--- src/rtl/pipe_en_ctrl.sv ---
// Flow controller for a chain of enable-gated data registers: tracks per-stage
// valid bits, collapses bubbles under back-pressure and drives one load enable per stage.
module pipe_en_ctrl #(
    parameter int Stages = 4,
    parameter int CntW   = $clog2(Stages + 1)
) (
    input  logic              clk_i,
    input  logic              rstn_i,
    input  logic              s_valid_i,
    output logic              s_ready_o,
    output logic              m_valid_o,
    input  logic              m_ready_i,
    input  logic              flush_i,
    output logic [Stages-1:0] en_o,
    output logic [Stages-1:0] vld_o,
    output logic [CntW-1:0]   count_o,
    output logic              idle_o
);

    logic [Stages-1:0] vld_reg;
    logic [Stages-1:0] vld_next;
    logic [Stages-1:0] rdy;
    logic [Stages-1:0] vin;
    logic [CntW-1:0]   cnt_reg;
    logic [CntW-1:0]   cnt_next;
    logic              hold_off;
    logic              accept;
    logic              deliver;

    // Nothing may load while reset is held or the pipe is being flushed.
    assign hold_off = ~rstn_i | flush_i;

    // Ready ripples from the output back towards stage 0.
    always_comb begin
        rdy = '0;
        rdy[Stages-1] = ~vld_reg[Stages-1] | m_ready_i;
        for (int i = Stages - 2; i >= 0; i--) begin
            rdy[i] = ~vld_reg[i] | rdy[i+1];
        end
    end

    genvar gi;
    generate
        for (gi = 0; gi < Stages; gi++) begin : g_stage
            if (gi == 0) begin : g_first
                assign vin[gi] = s_valid_i;
            end else begin : g_rest
                assign vin[gi] = vld_reg[gi-1];
            end
            // Load only when a real beat moves in, so held stages keep their data.
            assign en_o[gi]     = rdy[gi] & vin[gi] & ~hold_off;
            assign vld_next[gi] = rdy[gi] ? vin[gi] : vld_reg[gi];
        end
    endgenerate

    assign s_ready_o = rdy[0] & ~hold_off;
    assign m_valid_o = vld_reg[Stages-1];
    assign accept    = s_valid_i & s_ready_o;
    assign deliver   = m_valid_o & m_ready_i;
    assign cnt_next  = cnt_reg + CntW'(accept) - CntW'(deliver);

    always_ff @(posedge clk_i) begin
        if (!rstn_i) begin
            vld_reg <= '0;
            cnt_reg <= '0;
        end else if (flush_i) begin
            vld_reg <= '0;
            cnt_reg <= '0;
        end else begin
            vld_reg <= vld_next;
            cnt_reg <= cnt_next;
        end
    end

    assign vld_o   = vld_reg;
    assign count_o = cnt_reg;
    assign idle_o  = (cnt_reg == '0);

endmodule

--- config.mk ---
export PLATFORM = sky130hd
export DESIGN_NAME = pipe_en_ctrl
export DESIGN_NICKNAME = d
export VERILOG_FILES = /design/src/rtl/pipe_en_ctrl.sv
export SDC_FILE = /design/constraint.sdc
export NUM_CORES = 1
export LEC_CHECK = 0
export CAP_MARGIN = 25
export CORE_AREA = 10 10 47 49
export CTS_BUF_LIST = sky130_fd_sc_hd__clkbuf_16
export DETAILED_ROUTE_END_ITERATION = 6
export DIE_AREA = 0 0 57 59
export GPL_TIMING_DRIVEN = 0
export RECOVER_POWER = 100
export SETUP_SLACK_MARGIN = 0.02
export SYNTH_ARGS = -nofsm -noshare
export SYNTH_HDL_FRONTEND = slang
export SYNTH_SLANG_ARGS = --single-unit
--- constraint.sdc ---
create_clock -name clk_i -period 2.7 [get_ports clk_i]
set_input_delay 0.27 -clock clk_i [delete_from_list [all_inputs] [get_ports clk_i]]
set_output_delay 0.27 -clock clk_i [all_outputs]
set_load 0.02 [all_outputs]
* After elaboration in Yosys (flattened, before gate mapping)
Cells that the tools add are included.
Widths: inputs -> output; s select.
** Storage, ports and cells
- Bits in registers :: 7
- Input port bits :: 5
- Output and inout bits :: 14
** Cells by class
- Add/sub/neg operators :: 2
- Bitwise logic cells :: 22
- Reductions and logical operators :: 2
** Operator list (number)
- $and 1x1->1 :: 11
- $not 1->1 :: 6
- $or 1x1->1 :: 5
- $add 3x1->3 :: 1
- $logic_not 3->1 :: 1
- $sub 3x1->3 :: 1
- $reduce_or 2->1 :: 1

* Logic depth before layout (Yosys ltp)
- Word-level depth :: 9
- Gate-level depth with buffers :: 9

* Worst setup path after synthesis
Ideal clock, no wire load.
- Kind :: reg-to-reg
- Start point :: register vld_reg[3], in the netlist vld_o[3]
- End point :: register cnt_reg[2], in the netlist count_o[2]
- Setup time :: 0.116 ns
- Data arrival time :: 2.082 ns
- Setup slack :: 0.502 ns
- Cell stages (with the launch flop) :: 10
- Buffers on the path :: 0
- Cell sequence :: dfxtp_1 -> and4b_4 -> a21o_1 -> ha_1 -> inv_1 -> ha_1 -> inv_1 -> fa_1 -> xnor3_1 -> nor2_1
** Between the ends
- Cells in the longest elaborated chain, start to end :: 9
- Elaborated cells on any way between the ends :: 10
- Those cells by class :: 2 x add/sub; 8 x bitwise
** Ends and longest elaborated chain
- start: declaration :: line 20 : logic [Stages-1:0] vld_reg;
- start signal: assignment :: line 70 : vld_reg <= vld_next;
- $not 1->1 :: line 36 : rdy[Stages-1] = ~vld_reg[Stages-1] | m_ready_i;
- $or 1x1->1 :: line 36
- $or 1x1->1 (3 in a row) :: line 38 : rdy[i] = ~vld_reg[i] | rdy[i+1];
- $and 1x1->1 :: line 56 : assign s_ready_o = rdy[0] & ~hold_off;
- $and 1x1->1 :: line 58 : assign accept = s_valid_i & s_ready_o;
- $add 3x1->3 :: line 60 : assign cnt_next = cnt_reg + CntW'(accept) - CntW'(deliver);
- $sub 3x1->3 * :: line 60
- end signal: assignment :: line 71 : cnt_reg <= cnt_next;
- end: declaration :: line 24 : logic [CntW-1:0] cnt_reg;
Mark *: on every way between the ends. The rest lies on a longest branch, timed or not.
A chain may end at the register's enable or synchronous reset.

* Final worst setup path
- Start point :: input flush_i
- End point :: register cnt_reg[2], in the netlist count_o[2]
** Between the ends
- Cells in the longest elaborated chain, start to end :: 6
- Elaborated cells on any way between the ends :: 7
- Those cells by class :: 2 x add/sub; 4 x bitwise; 1 x reduce/logical
** Ends and longest elaborated chain
- start: declaration :: line 13 : input logic flush_i,
- $or 1x1->1 :: line 31 : assign hold_off = ~rstn_i | flush_i;
- $not 1->1 :: line 56
- $and 1x1->1 :: line 56
- $and 1x1->1 :: line 58
- $add 3x1->3 :: line 60
- $sub 3x1->3 :: line 60
Several ways; a longest one is shown, not always the timed one.

==> impl_metrics.toml <==
[power_and_ir_drop]
p_int_uw = 311.7
seqPwrFrac = 0.282
power_uw = 378.9
power_frac_clock = 0.646
p_leak_uw = 0.0003047
switching_power_uw = 67.15
vdd_ir_drop_max_uv = 394.8
combPwrFrac = 0.072
pwr_density_cell_mw_per_mm2 = 573.5
p_sw_frac = 0.1772

[clock_network]
clk_path_buf_depth = 2
clock_latency_ns = 0.23
htree_levels = 1
root_buffer = "clkbuf_16"
cts_tree = "built"
cts_buffers = 3
clkSinkCount = 7
cts_setup_buffers = 0
cts_resized = 0
ctsHoldBuffers = 0
clkTransAtPathRegs_ns = 0.04

[setup_path]
critical_path_required_ns = 2.80
reg2reg_depth = 9
critPathKind = "primary input to flop"
endpoint_kind = "flop"
arrival_ns = 2.55
worstPathMaxFanout = 3
r2r-end = "count_o[2]$_SDFF_PN0_"
crit_path_start_kind = "primary input"
reg2reg_slack_ns = 0.48
rr_startpoint = "vld_o[3]$_SDFFE_PN0P_"

[synth]
synth_cell_type_count = 19
netlist_instances = 40
seq_area_frac_synth = 0.3660
ys_async_sr_fraction = 0
synth_area_per_cell_um2 = 9.572
synth_edf_count = 0
ys.flop_type = "dfxtp_1"
synth_nets = 48
yosysWarnings = 0
ys_ff_latch = 7
synth_area_um2 = 382.9

[grt]
grt_max_degree = 9
antenna_found_initial = 0
grt_overflow = 0
grt_pass1_wl_um = 1580
grtUsageTotal = 0.05936
grt_pass1_vias = 355

[floorplanning]
ioPinCount = 19
dieWidth_um = 57
die_h_um = 59
core_area_mm2 = 0.001401
die_area_mm2 = 0.003363
rows = 14
initial_core_util = 0.2732

[placed_design]
dp_slack_ns = 0.05495
dpl-instance-area_um2 = 583.1
io_buffers = 18
dp.cells = 74
dp_hpwl_um = 731.4
gp_congestion = 0.7055

[sta]
hold_viol_final = 0
finalSetupTns_ns = 0
timing.final.crit_share = 0.9070
min_period_ns = 2.449
rsz0062_at_grt = "no"
tightest_slew_ns = 0.3879
slew_headroom = 0.7414
maxSlewViolCount = 0
finalSetupViolCount = 0
clock_skew_ns = 0.001276
fmax_ghz = 0.4084
fin_ws_ns = 0.2512

[hold_path]
worstHoldStart = "vld_o[1]$_SDFFE_PN0P_"
whs_path_depth = 2
hold_class = "flop to flop"
whs_endpoint = "vld_o[2]$_SDFFE_PN0P_"

[flow_run]
cap_viol_max_count = 0

[cells_and_area]
antenna-diode-count = 0
syn2layout_area_growth_pct = 72.55
drive_gt1_frac = 0.09677
fin_area_um2 = 660.6
fin_nets = 71
final_cells = 78

[run_status]
outcome = "completed"

[drt]
wl_um = 920
drt_first_pass_iters = 2
viasPerCell = 4.436
route.detailed.drc = 0
drtIter0Drc = 2
ant_nets = 0
num_vias = 346
wl_per_cell_um = 11.79
==> synthesized netlist by cell type, types with 2 or more instances <==
| library cell | count | area [µm²] |
|---|---|---|
| and2_1 | 2 | 12.51 |
| nor3_1 | 2 | 10.01 |
| inv_1 | 5 | 18.77 |
| nand3b_1 | 2 | 15.01 |
| nand2b_1 | 2 | 12.51 |
| dfxtp_1 | 7 | 140.1 |
| a21oi_1 | 5 | 25.02 |
| and3_1 | 2 | 12.51 |
| nor2_1 | 2 | 7.510 |
| ha_1 | 2 | 25.02 |
==> critical path, stage by stage <==
cell           delay (ns)
dlygate4sd3_1        0.55
nand3b_1             0.23
a21o_1               0.20
ha_1                 0.26
inv_1                0.05
ha_1                 0.13
inv_1                0.05
fa_1                 0.40
xnor3_1              0.37
nor2_1               0.04
==> cell type report <==
class | count | area, µm²
Multi-Input combinational cell | 26 | 211.5
Inverter | 5 | 18.77
Fill cell | 150 | 740.7
Buffer | 2 | 11.26
Clock inverter | 1 | 3.754
Tap cell | 16 | 20.02
Clock buffer | 3 | 75.07
Timing Repair Buffer | 18 | 180.2
Sequential cell | 7 | 140.1
==> cells in the final DEF, fill, tap and decap left out, types with 2 or more instances in the layout <==
master | netlist | final
dlygate4sd3_1 | 0 | 15
dfxtp_1 | 7 | 7
inv_1 | 5 | 6
a21oi_1 | 5 | 5
clkbuf_16 | 0 | 3
clkdlybuf4s50_1 | 0 | 3
nand3b_1 | 2 | 2
nand2b_1 | 2 | 2
nor3_1 | 2 | 2
and3_1 | 2 | 2
and2_1 | 2 | 2
nor2_1 | 2 | 2
ha_1 | 2 | 2
==> per-stage QoR <==
stage / hold WS, ns / utilization
after floorplan: 0.4681 / -
after global placement: 0.4823 / 0.4161
after detailed placement: 0.4867 / 0.4161
after CTS: 0.4945 / 0.4723
after global routing: 0.5336 / 0.4714
final: 0.4880 / 0.4714
==> worst max path at each step <==
stage                                from                     to  slack (ns)  depth (start not counted)
floorplan           vld_o[3]$_SDFFE_PN0P_  count_o[2]$_SDFF_PN0_        0.50                          9
global placement                m_ready_i  count_o[2]$_SDFF_PN0_        0.07                         10
detailed placement              m_ready_i  count_o[2]$_SDFF_PN0_        0.05                         10
CTS                             m_ready_i  count_o[2]$_SDFF_PN0_        0.28                         10
global route                      flush_i  count_o[2]$_SDFF_PN0_        0.13                         10
finish                            flush_i  count_o[2]$_SDFF_PN0_        0.25                         10
==> metal layers <==
layer  track usage  vias to the layer above  wire length [µm]
met4       0.02013                        0                 0
met1       0.05024                      155               369
met3       0.06009                        0               133
li1              -                      179                 -
met2       0.09457                       12               416
met5             0                        -                 0
==> cell families after synthesis <==
kind of cell	share of synthesized area
simple gates	0.2582
fa+ha+maj	0.1176
xor+xnor	0.05882
buf+inv	0.08170
flops	0.3660
compound gates	0.1176
==> registers in the layout, indices dropped and copies added (netlist names) <==
signal   cells
count_o      3
vld_o        4
==> power by group through the flow <==
stage | logic, µW | registers [µW] | clock network, µW
after floorplan | 11.8 | 110 | 0
after global placement | 29.2 | 109 | 0
after detailed placement | 29.5 | 109 | 0
after CTS | 29.6 | 107 | 250
after global routing | 30.1 | 107 | 259
final | 27.1 | 107 | 245
Note: power is estimated with default switching activity, not from simulation.
